--- src/rtl/exp_fifo_port.sv ---
// Expansion-port peripheral: Z80 I/O data/status registers bridging an RX (host->CPC)
// and a TX (CPC->host) FIFO, with a level interrupt on RX data available.
module exp_fifo_port #(
  parameter logic [15:0] DATA_PORT  = 16'hFBD0,
  parameter logic [15:0] STAT_PORT  = 16'hFBD1,
  parameter int unsigned DEPTH_LOG2 = 4
) (
  input  logic        clk,
  input  logic        reset_n,
  input  logic [15:0] cpu_addr,
  input  logic [7:0]  cpu_dout,
  input  logic        iorq,
  input  logic        rd,
  input  logic        wr,
  input  logic        m1,
  output logic [7:0]  cpu_din,
  output logic        irq,
  input  logic [7:0]  rx_data,
  input  logic        rx_valid,
  output logic        rx_ready,
  output logic [7:0]  tx_data,
  output logic        tx_valid,
  input  logic        tx_ready
);

  localparam int unsigned DEPTH = 2 ** DEPTH_LOG2;
  localparam logic [DEPTH_LOG2:0]   FULL_CNT = {1'b1, {DEPTH_LOG2{1'b0}}};
  localparam logic [DEPTH_LOG2:0]   CNT_ONE  = (DEPTH_LOG2 + 1)'(1);
  localparam logic [DEPTH_LOG2-1:0] PTR_ONE  = DEPTH_LOG2'(1);

  logic io_cyc;
  logic rd_data_sel, rd_stat_sel, wr_data_sel, wr_stat_sel;
  logic rd_data_prev, rd_stat_prev, wr_data_prev, wr_stat_prev;
  logic rd_data_edge, rd_stat_edge, wr_data_edge, wr_stat_edge;

  logic [7:0]            rx_mem [DEPTH];
  logic [DEPTH_LOG2-1:0] rx_wr_ptr, rx_rd_ptr;
  logic [DEPTH_LOG2:0]   rx_count;
  logic [7:0]            tx_mem [DEPTH];
  logic [DEPTH_LOG2-1:0] tx_wr_ptr, tx_rd_ptr;
  logic [DEPTH_LOG2:0]   tx_count;

  logic rx_full, rx_avail, tx_full, tx_avail;
  logic rx_push, rx_pop, rx_drop, tx_push, tx_pop, tx_drop, flush;
  logic irq_en, rx_ovf, tx_ovf;
  logic [7:0] rd_latch, status;

  // Interrupt acknowledge (iorq & m1) is excluded from every register select.
  assign io_cyc       = iorq & ~m1;
  assign rd_data_sel  = io_cyc & rd & (cpu_addr == DATA_PORT);
  assign rd_stat_sel  = io_cyc & rd & (cpu_addr == STAT_PORT);
  assign wr_data_sel  = io_cyc & wr & (cpu_addr == DATA_PORT);
  assign wr_stat_sel  = io_cyc & wr & (cpu_addr == STAT_PORT);
  assign rd_data_edge = rd_data_sel & ~rd_data_prev;
  assign rd_stat_edge = rd_stat_sel & ~rd_stat_prev;
  assign wr_data_edge = wr_data_sel & ~wr_data_prev;
  assign wr_stat_edge = wr_stat_sel & ~wr_stat_prev;

  assign rx_full  = (rx_count == FULL_CNT);
  assign rx_avail = (rx_count != '0);
  assign tx_full  = (tx_count == FULL_CNT);
  assign tx_avail = (tx_count != '0);

  // A pop in the same clock frees the slot, so a push into a full FIFO still lands.
  assign flush   = wr_stat_edge & cpu_dout[5];
  assign rx_pop  = rd_data_edge & rx_avail;
  assign rx_push = rx_valid & (~rx_full | rx_pop);
  assign rx_drop = rx_valid & rx_full & ~rx_pop;
  assign tx_pop  = tx_ready & tx_avail;
  assign tx_push = wr_data_edge & (~tx_full | tx_pop);
  assign tx_drop = wr_data_edge & tx_full & ~tx_pop;

  assign status   = {irq_en, 3'b000, tx_ovf, rx_ovf, tx_full, rx_avail};
  assign rx_ready = ~rx_full;
  assign tx_valid = tx_avail;
  assign tx_data  = tx_avail ? tx_mem[tx_rd_ptr] : '0;
  assign cpu_din  = (rd_data_sel | rd_stat_sel) ? rd_latch : '1;

  // Strobe history loads the live strobe during reset so a held access is not re-fired.
  always_ff @(posedge clk) begin
    rd_data_prev <= rd_data_sel;
    rd_stat_prev <= rd_stat_sel;
    wr_data_prev <= wr_data_sel;
    wr_stat_prev <= wr_stat_sel;
  end

  always_ff @(posedge clk) begin
    if (rx_push && !flush) rx_mem[rx_wr_ptr] <= rx_data;
    if (tx_push && !flush) tx_mem[tx_wr_ptr] <= cpu_dout;
  end

  always_ff @(posedge clk) begin
    if (!reset_n || flush) begin
      rx_wr_ptr <= '0;
      rx_rd_ptr <= '0;
      rx_count  <= '0;
      tx_wr_ptr <= '0;
      tx_rd_ptr <= '0;
      tx_count  <= '0;
    end else begin
      if (rx_push) rx_wr_ptr <= rx_wr_ptr + PTR_ONE;
      if (rx_pop)  rx_rd_ptr <= rx_rd_ptr + PTR_ONE;
      if (rx_push && !rx_pop)      rx_count <= rx_count + CNT_ONE;
      else if (!rx_push && rx_pop) rx_count <= rx_count - CNT_ONE;
      if (tx_push) tx_wr_ptr <= tx_wr_ptr + PTR_ONE;
      if (tx_pop)  tx_rd_ptr <= tx_rd_ptr + PTR_ONE;
      if (tx_push && !tx_pop)      tx_count <= tx_count + CNT_ONE;
      else if (!tx_push && tx_pop) tx_count <= tx_count - CNT_ONE;
    end
  end

  always_ff @(posedge clk) begin
    if (!reset_n) begin
      irq_en   <= 1'b0;
      rx_ovf   <= 1'b0;
      tx_ovf   <= 1'b0;
      rd_latch <= '1;
      irq      <= 1'b0;
    end else begin
      if (wr_stat_edge) begin
        irq_en <= cpu_dout[7];
        if (cpu_dout[6]) begin
          rx_ovf <= 1'b0;
          tx_ovf <= 1'b0;
        end
      end
      if (rx_drop) rx_ovf <= 1'b1;
      if (tx_drop) tx_ovf <= 1'b1;
      if (rd_data_edge)      rd_latch <= rx_avail ? rx_mem[rx_rd_ptr] : '1;
      else if (rd_stat_edge) rd_latch <= status;
      irq <= irq_en & rx_avail;
    end
  end

endmodule

--- config.mk ---
export PLATFORM = sky130hd
export DESIGN_NAME = exp_fifo_port
export DESIGN_NICKNAME = d
export VERILOG_FILES = /design/src/rtl/exp_fifo_port.sv
export SDC_FILE = /design/constraint.sdc
export NUM_CORES = 1
export LEC_CHECK = 0
export ABC_AREA = 1
export BUFFER_PORTS_ARGS = -buffer_cell sky130_fd_sc_hd__buf_2
export CAP_MARGIN = 20
export CORE_MARGIN = 2
export CORE_UTILIZATION = 60
export DETAILED_ROUTE_END_ITERATION = 7
export GPL_TIMING_DRIVEN = 0
export PLACE_DENSITY_LB_ADDON = 0.15
export SYNTH_ARGS = -nofsm -noshare
export SYNTH_HDL_FRONTEND = slang
export SYNTH_SLANG_ARGS = --single-unit
--- constraint.sdc ---
create_clock -name clk -period 3.05 [get_ports clk]
set_input_delay 0.305 -clock clk [delete_from_list [all_inputs] [get_ports clk]]
set_output_delay 0.305 -clock clk [all_outputs]
set_load 0.02 [all_outputs]
=== Yosys cells after proc, flatten, opt, wreduce, memory -nomap -nowiden ===
Memories as Yosys holds them, arrays and structs flattened. A register that Yosys moved wholly into a read port is not among the register bits.
Index checks and enable logic that the tools add are counted.

* Bitwise logic cells: 33
* Multiplexer cells: 21
* Reduce and logical (&&, ||, !) cells: 24
* $add $sub $neg: 8
* Equality and inequality tests: 4

{| class="wikitable"
|+ Operators with widths
! kind !! count
|-
| 8-bit 2-to-1 mux || 5
|-
| 16-bit equality test, second input constant || 2
|-
| 1-bit bitwise AND || 21
|-
| 5-bit 2-to-1 mux || 4
|-
| 4-bit by 1-bit adder with 4-bit output, second input constant || 4
|-
| 4-bit 2-to-1 mux || 4
|-
| 2-bit nonzero test || 7
|-
| 5-bit by 1-bit adder with 5-bit output, second input constant || 2
|-
| 5-bit equality test, second input constant || 2
|-
| 5-bit nonzero test || 2
|-
| 5-bit by 1-bit subtractor with 5-bit output, second input constant || 2
|-
| 1-bit inverter || 9
|-
| 1-bit 2-to-1 mux || 8
|-
| 1-bit logical AND || 6
|-
| 1-bit logical NOT || 6
|-
| 2-bit AND reduction || 2
|-
| 1-bit bitwise OR || 3
|-
| 1-bit logical OR || 1
|}

* Input bits: 40
* Flip-flop bits (word level): 42
* Bits in writable memories: 256
* Word-level logic and storage cells: 107
* Memories kept: 2
* Output and inout port bits: 19

{| class="wikitable"
|+ Memories
! memory !! depth !! width !! read ports !! clocked after Yosys merged registers in !! write ports !! RTL line !! RTL
|-
| rx_mem || 16 || 8 || 1 || 1 || 1 || 36 || <nowiki>logic [7:0] rx_mem [DEPTH];</nowiki>
|-
| tx_mem || 16 || 8 || 1 || 1 || 1 || 39 || <nowiki>logic [7:0] tx_mem [DEPTH];</nowiki>
|}

=== Logic depth before layout (Yosys ltp) ===
Gate-level depths: netlist of the first run.

* Depth after elaboration: 12
* Mapped depth: 17
* Depth with buffers taken out: 17

=== Worst setup path before layout of the first run ===
OpenSTA, ideal clock, no wires.

* Kind: register to register
* From: register rx_count[0]
* To: register rx_count[4]
* Data required time: 2.936 ns
* Path buffers: 0
* Clock period less this slack: 2.460 ns
* Stages on the path, launching flop included: 16
* Setup slack: 0.590 ns
* Data arrival time: 2.345 ns
* Library setup time: 0.114 ns
* Path through: dfxtp_1 -> nor2_1 -> nand4_1 -> inv_1 -> nand2_2 -> nand2_2 -> clkinv_2 -> ha_1 -> inv_1 -> ha_1 -> a21oi_1 -> nand2_1 -> a21oi_1 -> o21ai_0 -> xor2_1 -> nor2_1

* Word-level cells in the longest chain between the ends: 7
* Elaborated cells between the ends (all ways): 15
* Those cells by class: 2 x add/sub; 1 x eq/ne; 2 x mux; 4 x bitwise; 6 x reduce/logical

{| class="wikitable"
|+ RTL lines
! what !! RTL line !! RTL
|-
| start: declaration || 38 || <nowiki>logic [DEPTH_LOG2:0] rx_count;</nowiki>
|-
| start signal: assignment || 103 || <nowiki>if (rx_push && !rx_pop) rx_count <= rx_count + CNT_ONE;</nowiki>
|-
| start signal: assignment || 104 || <nowiki>else if (!rx_push && rx_pop) rx_count <= rx_count - CNT_ONE;</nowiki>
|-
| 5-bit equality test (*) || 59 || <nowiki>assign rx_full = (rx_count == FULL_CNT);</nowiki>
|-
| 1-bit inverter (*) || - ||
|-
| net rx_ready || 20 || <nowiki>output logic rx_ready,</nowiki>
|-
| 1-bit bitwise OR (*) || 67 || <nowiki>assign rx_push = rx_valid & (~rx_full | rx_pop);</nowiki>
|-
| 1-bit bitwise AND (*) || 67 ||
|-
| net rx_push || 44 || <nowiki>logic rx_push, rx_pop, rx_drop, tx_push, tx_pop, tx_drop, flush;</nowiki>
|-
| 1-bit logical NOT || 104 ||
|-
| 1-bit logical AND || 104 ||
|-
| 2-bit nonzero test (no source line) || - ||
|}

The timed path passes the listed nets; every way through them passes the cells marked *. The select of a mux whose other input is x is not followed.
A chain may end at the register's enable or synchronous reset.

==> results of run 1 <==
## cell type report
cell class	instances	area (um^2)
Sequential cell	306	8690
Fill cell	1548	6470
Multi-Input combinational cell	688	3730
Clock buffer	43	902
Tap cell	275	344
Timing Repair Buffer	62	315
Inverter	71	273
Buffer	54	238
Clock inverter	13	126
## cell usage in the layout, fill, tap and decap left out, types with 12 or more instances in the layout
| master | netlist | layout |
|---|---|---|
| sky130_fd_sc_hd__nand3_1 | 83 | 83 |
| sky130_fd_sc_hd__clkbuf_16 | 0 | 32 |
| sky130_fd_sc_hd__buf_2 | 17 | 77 |
| sky130_fd_sc_hd__a21oi_1 | 37 | 37 |
| sky130_fd_sc_hd__ha_1 | 18 | 18 |
| sky130_fd_sc_hd__edfxtp_1 | 256 | 256 |
| sky130_fd_sc_hd__xor2_1 | 12 | 12 |
| sky130_fd_sc_hd__o221ai_1 | 16 | 16 |
| sky130_fd_sc_hd__nor2_1 | 199 | 199 |
| sky130_fd_sc_hd__nand2_1 | 84 | 84 |
| sky130_fd_sc_hd__o211ai_1 | 40 | 40 |
| sky130_fd_sc_hd__o21bai_1 | 32 | 32 |
| sky130_fd_sc_hd__o21a_1 | 16 | 16 |
| sky130_fd_sc_hd__dfxtp_1 | 50 | 50 |
| sky130_fd_sc_hd__inv_1 | 64 | 64 |
| sky130_fd_sc_hd__o21ai_0 | 97 | 97 |
| sky130_fd_sc_hd__clkbuf_1 | 31 | 35 |
## metal layers
layer	wire length (um)	part of all wire (%)	GRT usage, %	vias up
met5	0	0	0	-
met4	514	1.7	6.54	0
met3	3020	9.9	4.31	51
met2	13800	45	41.9	444
met1	13000	43	41.3	4185
li1	-	-	-	4169
## state kept, by name (all words and copies together) (netlist names), 4 cells and up, named ones only
| register | flops |
|---|---|
| rx_mem | 128 |
| rx_count | 5 |
| rx_rd_ptr | 4 |
| tx_mem | 128 |
| rd_latch | 8 |
| tx_rd_ptr | 4 |
| rx_wr_ptr | 4 |
| tx_wr_ptr | 4 |
| tx_count | 5 |
## critical path, cell delays in order (launching register included)
cell and delay [ns]:
sky130_fd_sc_hd__dfxtp_1 0.40, sky130_fd_sc_hd__buf_2 0.26, sky130_fd_sc_hd__clkbuf_1 0.48, sky130_fd_sc_hd__nor2_1 0.12, sky130_fd_sc_hd__o211ai_1 0.30, sky130_fd_sc_hd__nand3_1 0.16
sky130_fd_sc_hd__a21oi_1 0.19, sky130_fd_sc_hd__buf_2 0.19
## cell families after synthesis
kind of cell / count (synthesis) / synth area share [%]
buffers and inverters: 125 / 3.93
AOI/OAI and AO/OA: 248 / 11.8
adders and majority gates: 20 / 2.05
xor gates and xnor gates: 15 / 1.02
DFF: 306 / 67.2
and+or+nand+nor: 405 / 14.0
## worst max-delay path by stage
stage / start / end / slack (ns) / cells past startpoint
floorplan: rx_count[0] / rx_count[4] / 0.59 / 15
global route: register / tx_data[4] / 0.005 / 7
global placement: cpu_addr[3] / tx_mem[2][3] / 0.20 / 8
CTS: register / tx_data[0] / 0.13 / 7
finish: register / tx_data[4] / 0.09 / 7
detailed placement: cpu_addr[3] / tx_count[4] / 0.23 / 16
## per-stage QoR
| stage | setup WS [ns] | instance area (um^2) | total power [mW] |
|---|---|---|---|
| after floorplan | 0.590 | 12900 | 6.04 |
| after global placement | 0.204 | 13600 | 6.65 |
| after detailed placement | 0.232 | 13600 | 6.69 |
| after CTS | 0.130 | 14600 | 10.4 |
| after global routing | 0.00543 | 14600 | 10.8 |
| final | 0.0915 | 14600 | 10.4 |
## synthesized netlist by cell type (all sizes together) (6+ instances only)
cell / count / area (um^2)
a21oi: 37 / 185
nand3: 83 / 415
nand2: 100 / 450
buf: 23 / 119
nor2: 208 / 828
nor3: 6 / 41.3
o21a: 16 / 120
dfxtp: 50 / 1000
o211ai: 40 / 300
xor2: 12 / 105
inv: 70 / 268
o21bai: 32 / 240
clkbuf: 31 / 116
o221ai: 16 / 140
o21ai: 106 / 531
ha: 18 / 225
edfxtp: 256 / 7690
## repair_timing
item / 4_1_cts / 5_1_grt
gates resized for setup: 0 / 3
endpoints found under the hold margin: 0 / 0
endpoints found under the setup margin: 0 / 3
hold buffers: 0 / 0
## where the power goes
group	internal (mW)	switching (mW)	leakage, nW
logic	0.597	1.31	2.08
registers	4.64	0.0819	2.71
clock network	2.23	1.56	0.516
total	7.46	2.95	5.31
==> results summary, run 1 <==
The tool flagged a number of max-cap violations equal to 0. In this run the worst path has a maximum fanout of 10. In this run, distinct cell masters in the synthesized netlist total 38. The worst setup path is of the reg -> out kind. The clock buffer count from CTS is 30. For the worst-skew pair, the clock arrives at the later sink with an insertion delay of 0.55 ns. STA classifies the critical path endpoint as an output pin. The full die area came out at between 20000 and 25000 um^2. The clock transition time at the flip-flop clock pins of the worst setup and hold paths is roughly 0.060 ns.

After synthesis, flip-flops and latches occupy 67.2% of the total area. The pin count of the biggest net entering global routing came out at 18. The slew at the pin with the worst max-slew slack came out at 0.969 ns.

The worst hold path cell count is 3. The area of the core region came out at 21100 um^2. The number of pins exceeding their max-slew limit in the final report came to 0. Post-CTS timing repair inserted 0 buffers for setup. The initial utilization of the core area, before any placement, comes to 61.3%.

The power density of the placed cells is 712 nW/um^2. In the routed layout, each cell is associated on average with a via count of 5.85. The number of hold violations in the final report came out at 0.

The number of remaining DRC errors is 0. Timing would allow up to approximately 340 MHz. The clock arrives with 0.00913 ns of skew.

The number of DRC violations after detailed-routing iteration 0 is 991. The overflow left after global routing came out at 0. Yosys printed 0 warnings. The count of final setup violators is 0. Measured against its own limit, the worst slew margin works out to 35.2%. In this run the critical register-to-register path is launched from tx_count[0].

Synthesis inferred 306 register bits. For hold timing, the worst endpoint is rx_wr_ptr[3]. The routed layout has 8849 vias.

The TritonCTS clock tree is yes. 0 antenna diodes ended up in the layout. The critical path launch point type is a register. The root buffer cell chosen for the clock tree is sky130_fd_sc_hd__clkbuf_16. The count of buffers inserted at the top-level ports came out at 58.

Once detailed placement completed, the half-perimeter wirelength came to roughly 20 mm. Summed over all cells, the static leakage comes to 5.31 nW. The logic depth of the worst register-to-register path came out at 14. Among all flip-flop cells after synthesis, the most frequent one is sky130_fd_sc_hd__edfxtp_1.

The fraction of final layout cells sized beyond drive strength 1 came out at between 10 and 15%. The final design utilization is between 60% and 70%. The global-route usage over all layers is 27.2%. The floorplan die height came out at 151 um. The net total in the final layout is 1273.

The time the final worst path needs with I/O delays and setup is just under 3 ns. Hold is met by 0.0878 ns. For this run, asynchronously set or reset flops after synthesis account for 0%. The number of sinks driven by the clock tree is roughly 310. The number of nets with antenna violations after detailed routing came out at 0. The flow ran to the end, and the final reports show no timing, DRC or antenna violations.

Synthesis handed over a netlist of 1119 instances. IR analysis of the VDD net gives a maximum drop of 784 uV. The die is between 150 and 200 um wide. The initial antenna violation count is 0. The slack of the worst reg-to-reg path is 0.33 ns. The number of cells after detailed placement came out at 1455. The final total negative setup slack is 0 ns. In this run the deepest clock path goes through 3 buffers. The final layout contains routed wiring with a total length of 30.4 mm. CTS built an H-tree with a depth of 1. The post-synth net total is between 1000 and 1500.

The placer's final routability congestion estimate is ~0.86. The portion of the clock cycle consumed by the worst path in the final layout is 97.0%. The startpoint of the lowest-slack hold path is rx_valid.

In this run the critical register-to-register path is captured at tx_count[4]. The number of global-route vias before repair is between 8000 and 9000. The wire length of the first global-routing pass is 46.3 mm. The total I/O pin count came out at 59. Setup repair after global routing left no endpoint under its margin.

The netlist area before placement came out at 12900 um^2. Yosys mapped a number of flops with a built-in enable equal to 256. In the final routed layout, each cell accounts on average for 20.1 um. The critical path required time is between 2 and 3 ns. The number of placement rows is 53. STA puts the critical path data arrival time at 2.65 ns.

The synthesized area per cell came out at 11.6 um^2. The final non-filler cell total is 1512. In this run the worst hold path is classified as in -> reg. The signed area change from the synthesized netlist to the final layout came out at 13.1%. The count of TritonRoute iterations in the first routing pass came out at 5.
Note: power is estimated with default switching activity, not from simulation.
==> run 2, diff against run 1 <==
--- a/config.mk
+++ b/config.mk
@@ -6,13 +6,14 @@
 export NUM_CORES = 1
 export LEC_CHECK = 0
 export ABC_AREA = 1
-export BUFFER_PORTS_ARGS = -buffer_cell sky130_fd_sc_hd__buf_2
 export CAP_MARGIN = 20
 export CORE_MARGIN = 2
 export CORE_UTILIZATION = 60
 export DETAILED_ROUTE_END_ITERATION = 7
+export DONT_BUFFER_PORTS = 1
 export GPL_TIMING_DRIVEN = 0
 export PLACE_DENSITY_LB_ADDON = 0.15
+export RECOVER_POWER = 100
 export SYNTH_ARGS = -nofsm -noshare
 export SYNTH_HDL_FRONTEND = slang
 export SYNTH_SLANG_ARGS = --single-unit
==> run 2 against run 1 <==
Compared with the run above:
- the run now ends with negative hold slack left
- combinational power decreased by 4%
- cell area shrank 1.2%
- setup slack improved by 0.035 ns
- non-clock buffer count decreased by 40
- first-iteration DRC count increased by 2.3%
- sequential power barely moved
- sequential share of layout area increased by 0.75 points
- cell count down 2.5%
- routed wire length rose by 4.2%
==> results summary, run 2 (same netlist as run 1, synthesis figures left out) <==
The number of vias in the routed layout came out at 8863 (+0.16%). The wire length of the first global-routing pass came to 48.0 mm (+3.7%). The path type of the worst min-delay path is in -> reg. The depth of the CTS H-tree came to 1 (unchanged). The placer's final routability congestion estimate is 0.880 (+2.1%). The sort of element at the end of the critical path is an output pin. The number of nets with antenna violations after detailed routing came out at 0 (unchanged). The routed wirelength normalized by instance count came out at 21.5 um (+6.9%). The final total negative setup slack came to 0 ns (unchanged).

The maximum vdd drop came out at 537 uV (-31%). The worst-case setup slack after placement came out at 0.204 ns (-0.0281 ns). The final reports fail on negative hold slack.

The clock insertion delay at the later pin of the skew report is 0.57 ns (+0.02 ns). The number of cells after detailed placement is 1396 (-4.1%). The largest clock skew in the final design came out at 0.0197 ns (+0.0105 ns).

Setup repair after global routing left no endpoint under its margin. The number of maximum-capacitance constraint violations came out at 0 (unchanged). In the final layout, the registers with the most flip-flops are rx_mem x128, tx_mem x128, rd_latch x8. The longest individual stage delay on the worst path is 0.43 ns (-0.05 ns).

The net total in the final layout is 1234 (-3.1%). The count of TritonRoute iterations in the first routing pass is 5 (unchanged). The flow ran to the end, but the final reports show violations. The area of the core region is 21100 um^2 (unchanged). The slew at the pin with the worst max-slew slack came out at 0.888 ns (-0.0804 ns). The met3 wire length was 3.55 mm (+18%). The overflow left after global routing came out at 0 (unchanged).

The total power draw is 10.3 mW (-1.3%). The worst-case clock buffer depth was 3 (unchanged). The total inserted antenna cells came to 0 (unchanged). The number of pins exceeding their max-slew limit in the final report came out at 0 (unchanged). In the layout the commonest cells are 256 x sky130_fd_sc_hd__edfxtp_1, 202 x sky130_fd_sc_hd__nor2_1, 97 x sky130_fd_sc_hd__o21ai_0. The critical path goes through clkbuf_2 > clkbuf_1 > o21ai_0 > o221ai_1 > nand3_1 > a21oi_1. The count of final setup violators is 0 (unchanged). The pin count of the biggest net entering global routing was 18 (unchanged). The global-route usage over all layers is 28.5% (+1.2 points). The number of remaining DRC errors is 0 (unchanged).

The most common cell after layout, fill and taps aside is sky130_fd_sc_hd__edfxtp_1. The floorplan die height is 151 um (unchanged). The average via count per standard cell came out at 6.01 (+2.7%). The highest net fanout along the worst path is 10 (unchanged).

The portion of the clock cycle consumed by the worst path in the final layout is 95.9% (-1.1 points). The worst register-to-register path ends at tx_count[4]. The number of placement rows is 53 (unchanged). The fmax came out at 342 MHz (+1.2%). The detailed-routed wire length on met2 is 14.3 mm (+3.6%). The die span in x is 151 um (unchanged).

The total I/O pin count is 59 (unchanged). The count of buffers inserted at the top-level ports came to 0 (-100%). The post-route met1 wirelength is 13.1 mm (+0.86%).

The headroom to the max-slew limit is 40.6% (+5.4 points). The placed wire-length estimate after detailed placement is 21.1 mm (+4.4%). The smallest setup slack after layout is 0.126 ns (+0.0348 ns).

The time the final worst path needs with I/O delays and setup is 2.92 ns (-0.0348 ns). The startpoint of the lowest-slack hold path is cpu_addr[10]. By startpoint and endpoint, the worst setup path is classified as reg -> out. The total wirelength of the detailed-routed design came out at 31.6 mm (+4.2%). The clock transition time at the flip-flop clock pins of the worst setup and hold paths is 0.06 ns (about the same). The slack of the worst reg-to-reg path came out at 0.19 ns (-0.14 ns). TritonCTS built the clock tree. The top routing layer in use is met4.

The number of hold violations in the final report is 1 (+1). On the critical path, the stage with the largest delay is an instance of sky130_fd_sc_hd__a21oi_1. The power density of the placed cells is 711 nW/um^2 (about the same).

The clock buffer count from CTS is 31 (+3.3%). The worst setup path is launched from a register. The number of global-route vias before repair was 8360 (-0.33%). The worst hold path cell count came out at 3 (unchanged). Compared with the post-synthesis result, the final layout area differs by 11.7%.

The path with the worst hold slack has its endpoint at wr_stat_prev. The starting utilization of the core area came to 61.3% (unchanged). The worst hold-check slack came to -0.0463 ns (-0.134 ns).

The logic depth of the worst register-to-register path came to 14 (unchanged). The static leakage power came to 5.10 nW (-4.0%). The critical path arrival came out at 2.62 ns (-0.03 ns).

The critical path required time is 2.74 ns (about the same). The final non-filler cell total came to 1474 (-2.5%). The fraction of final layout cells sized beyond drive strength 1 is 8.34% (-5.6 points).

The number of DRC violations after detailed-routing iteration 0 was 1014 (+2.3%). The full die area is 22700 um^2 (unchanged). The worst register-to-register path begins at tx_count[0]. The number of sinks driven by the clock tree is 306 (unchanged). The initial antenna violation count is 0 (unchanged). The cell at the root of the clock tree is sky130_fd_sc_hd__clkbuf_16.
run 2: metal layers:
metal / up-vias / track usage (%)
li1: 4091 / -
met1: 4256 / 41.9
met2: 465 / 43.0
met3: 51 / 7.50
met4: 0 / 6.96
met5: - / 0
run 2: layout make-up:
class	instances	area, um^2
plain buffers	54	233
clock buffers	46	923
clock inverters	12	90.1
fillers	1574	6650
inverters	71	274
multi-input cells	688	3690
flip-flops and latches	306	8690
well taps	275	344
repair buffers	22	199
run 2: timing repair:
| action | 4_1_cts | 5_1_grt |
|---|---|---|
| buffers inserted | 0 | 1 |
| endpoints found under the setup margin | 0 | 10 |
| endpoints found under the hold margin | 263 | 0 |
| resized for setup | 0 | 14 |
| hold buffers | 18 | 0 |
run 2: worst max-delay path, delay by kind of cell, from the launching register on:
| family | cells | cell delay (ns) |
|---|---|---|
| simple gates | 1 | 0.13 |
| buf+inv | 2 | 0.65 |
| flops | 1 | 0.30 |
| compound gates | 3 | 0.97 |
run 2: worst max-delay path by stage:
stage	startpoint	to	slack (ns)	cells past startpoint
after floorplan	rx_count[0]	rx_count[4]	0.59	15
after global placement	rx_count[0]	rx_count[4]	0.25	14
after detailed placement	rx_count[0]	rx_count[4]	0.20	15
after CTS	register	tx_data[7]	0.03	6
after global routing	register	tx_data[1]	0.02	6
final	register	tx_data[0]	0.13	6
run 2: metrics by stage:
stage / area, um^2 / util, %
after floorplan: 12900 / -
after global placement: 13300 / 62.9
after detailed placement: 13300 / 63.0
after CTS: 14500 / 68.7
after global routing: 14400 / 68.5
final: 14400 / 68.5
run 2: power breakdown:
part           internal (mW)  total [mW]  switching, mW
Clock                   2.17        3.72           1.55
Sequential              4.64        4.72         0.0789
Combinational          0.530        1.83           1.30
==> run 3, diff against run 2 <==
--- a/config.mk
+++ b/config.mk
@@ -13,7 +13,6 @@
 export DONT_BUFFER_PORTS = 1
 export GPL_TIMING_DRIVEN = 0
 export PLACE_DENSITY_LB_ADDON = 0.15
-export RECOVER_POWER = 100
 export SYNTH_ARGS = -nofsm -noshare
 export SYNTH_HDL_FRONTEND = slang
 export SYNTH_SLANG_ARGS = --single-unit
==> run 3 against run 2 <==
Compared with the run above:
- the flow now finishes without violations
- cell area grew 0.53%
- via count hardly changed
- die area stayed put
- clock skew decreased by 0.0030 ns
- combinational power about the same
- largest cell class unchanged
- largest power group unchanged
- core utilization is 0.36 points higher
- non-clock buffer count unchanged
- total power up 0.18%
==> results summary, run 3 (same netlist as run 1, synthesis figures left out) <==
The highest metal layer carrying signal wires in the routed design is met4. The wire length of the first global-routing pass is 48.0 mm (unchanged). The number of placement rows came to 53 (unchanged). The number of buffer and inverter instances along the worst setup path came out at 2 (unchanged). The total wirelength of the detailed-routed design came out at 31.7 mm (about the same). The clock transition time at the flip-flop clock pins of the worst setup and hold paths was 0.06 ns (about the same). Walking the worst path, the cells encountered are inv_2 > clkbuf_1 > o21bai_1 > o211ai_1 > nand3_1 > a21oi_1. The sort of element at the end of the critical path is an output pin. The placer's final routability congestion estimate came out at 0.880 (unchanged). The count of TritonRoute iterations in the first routing pass is 5 (unchanged).

The number of hold violations in the final report came to 0 (-1). The initial antenna violation count was 0 (unchanged). The count of final setup violators came to 0 (unchanged). The maximum vdd drop is 537 uV (about the same). The detailed-routed wire length on met2 is 14.4 mm (+0.38%). The critical path required time is 2.74 ns (about the same). The path with the worst hold slack has its endpoint at wr_stat_prev. The count of buffers inserted at the top-level ports is 0 (unchanged). The total I/O pin count came out at 59 (unchanged).

The worst register-to-register path ends at tx_count[4]. The clock network power share came to 36.2% (about the same). The final total negative setup slack is 0 ns (unchanged).

The run finished with clean final reports. The largest clock skew in the final design is 0.0166 ns (-0.00303 ns). The switching share of power is 28.6% (+0.079 points).

CTS placed an instance of sky130_fd_sc_hd__clkbuf_16 at the clock tree root. The signed area change from the synthesized netlist to the final layout is 12.3%. The placed wire-length estimate after detailed placement came out at 21.1 mm (unchanged). The switching power is 2.95 mW (+0.45%). The internal power summed over all cells is 7.35 mW (about the same). The number of pins exceeding their max-slew limit in the final report came out at 0 (unchanged). The met3 wire length came out at 3.50 mm (-1.4%). The number of nets with antenna violations after detailed routing is 0 (unchanged).

The die span in x was 151 um (unchanged). The number of sinks driven by the clock tree came out at 306 (unchanged). The slack of the worst reg-to-reg path is 0.17 ns (-0.02 ns).

The fraction of final layout cells sized beyond drive strength 1 came out at 10.0% (+1.7 points). The slew at the pin with the worst max-slew slack came out at 0.884 ns (-0.00400 ns). The global-route usage over all layers is 28.5% (unchanged). The library cells used most frequently in the layout, excluding fill and tap cells, are 256 x sky130_fd_sc_hd__edfxtp_1, 198 x sky130_fd_sc_hd__nor2_1, 97 x sky130_fd_sc_hd__o21ai_0. The post-route met1 wirelength came to 13.2 mm (+0.45%).

The startpoint identified for the worst register-to-register timing path is tx_count[0]. The floorplan die height came out at 151 um (unchanged). The number of maximum-capacitance constraint violations came out at 0 (unchanged).

The clock buffer count from CTS is 31 (unchanged). The total power draw is 10.3 mW (+0.18%). The clock insertion delay at the later pin of the skew report was 0.56 ns (about the same). The worst-case clock buffer depth came out at 3 (unchanged). The routed wirelength normalized by instance count is 21.5 um (about the same). The starting utilization of the core area is 61.3% (unchanged). The worst hold-check slack came to 0.0143 ns (+0.0606 ns).

Setup repair after global routing left no endpoint under its margin. The startpoint of the lowest-slack hold path is cpu_addr[10]. The average via count per standard cell is 6.01 (about the same). The time the final worst path needs with I/O delays and setup came out at 2.95 ns (+0.0252 ns).

The depth of the CTS H-tree is 1 (unchanged). The highest net fanout along the worst path is 10 (unchanged). The number of DRC violations after detailed-routing iteration 0 was 974 (-3.9%). The tightest min-delay check is of the in -> reg type. The area of the core region is 21100 um^2 (unchanged). The longest individual stage delay on the worst path was 0.48 ns (+0.05 ns). The net total in the final layout came out at 1234 (unchanged). The headroom to the max-slew limit is 40.8% (+0.27 points).

TritonCTS built the clock tree. The cell family contributing the most delay on the critical path is compound AO/OA/AOI/OAI gates. The static leakage power is 5.16 nW (+1.4%). The full die area is 22700 um^2 (unchanged). The total inserted antenna cells is 0 (unchanged). The number of filler instances in the final layout is 1553 (-1.3%).

The power density of the placed cells is 709 nW/um^2 (-0.35%). The critical path launch point type is a register. The portion of the clock cycle consumed by the worst path in the final layout is 96.7% (+0.83 points). The portion of total power attributed to sequential cells came out at 45.9% (about the same). The combinational cell fraction of total power came out at 17.9% (about the same). The number of remaining DRC errors came out at 0 (unchanged).

The fmax came out at 339 MHz (-0.85%). The critical path arrival is 2.64 ns (+0.02 ns). Among all stages on the critical path, the largest delay is contributed by sky130_fd_sc_hd__clkbuf_1. The overflow left after global routing was 0 (unchanged).

The logic depth of the worst register-to-register path is 14 (unchanged). The worst hold path cell count came out at 3 (unchanged). The critical path is of the reg -> out type. The number of global-route vias before repair is 8360 (unchanged). The largest registers in the layout are rx_mem x128, tx_mem x128, rd_latch x8. The most common cell after layout, fill and taps aside is sky130_fd_sc_hd__edfxtp_1.

The number of vias in the routed layout came out at 8865 (+0.023%). The pin count of the biggest net entering global routing is 18 (unchanged).
-- run 3: final cells by class --
type | count | area (um^2) | area share [%]
clock inverters | 12 | 90.1 | 0.621
plain buffers | 54 | 241 | 1.66
well taps | 275 | 344 | 2.37
repair buffers | 22 | 205 | 1.41
multi-input cells | 688 | 3750 | 25.8
clock buffers | 46 | 923 | 6.36
inverters | 71 | 274 | 1.89
flip-flops and latches | 306 | 8690 | 59.9
-- run 3: power by group through the flow --
stage / combinational, mW / clock (mW) / sequential [mW]
2_1_floorplan: 1.26 / 0 / 4.78
5_1_grt: 2.01 / 3.90 / 4.73
3_3_place_gp: 1.67 / 0 / 4.80
3_5_place_dp: 1.72 / 0 / 4.81
6_report: 1.85 / 3.73 / 4.72
4_1_cts: 1.81 / 3.73 / 4.72
-- run 3: worst max-delay path by stage --
stage                     slack, ns  cells past startpoint   startpoint          end
after floorplan                0.59                     15  rx_count[0]  rx_count[4]
after global placement         0.25                     14  rx_count[0]  rx_count[4]
after detailed placement       0.20                     15  rx_count[0]  rx_count[4]
after CTS                      0.03                      6     register   tx_data[7]
after global routing          0.007                     14  tx_count[0]  tx_count[4]
final                          0.10                      6     register   tx_data[6]
-- run 3: layer usage --
layer	GRT usage [%]	up-vias
met3	7.50	45
li1	-	4093
met4	6.96	0
met1	41.9	4238
met2	43.0	489
met5	0	-
-- run 3: tightest hold or removal path: cells and delay by family --
family,cells,cell delay [ns]
simple gates,3,0.22
-- run 3: through the flow --
stage	util (%)	std cells	setup WS [ns]	area (um^2)
floorplan	-	1119	0.590	12900
global placement	62.9	1394	0.246	13300
detailed placement	63.0	1396	0.204	13300
CTS	68.7	1472	0.0342	14500
global route	68.8	1474	0.00748	14500
finish	68.8	1474	0.101	14500
-- run 3: what timing repair did --
| action | CTS | global route |
|---|---|---|
| endpoints found under the setup margin | 0 | 10 |
| endpoints found under the hold margin | 263 | 0 |
| hold buffers | 18 | 0 |
| setup buffers | 0 | 1 |
| resized for setup | 0 | 14 |
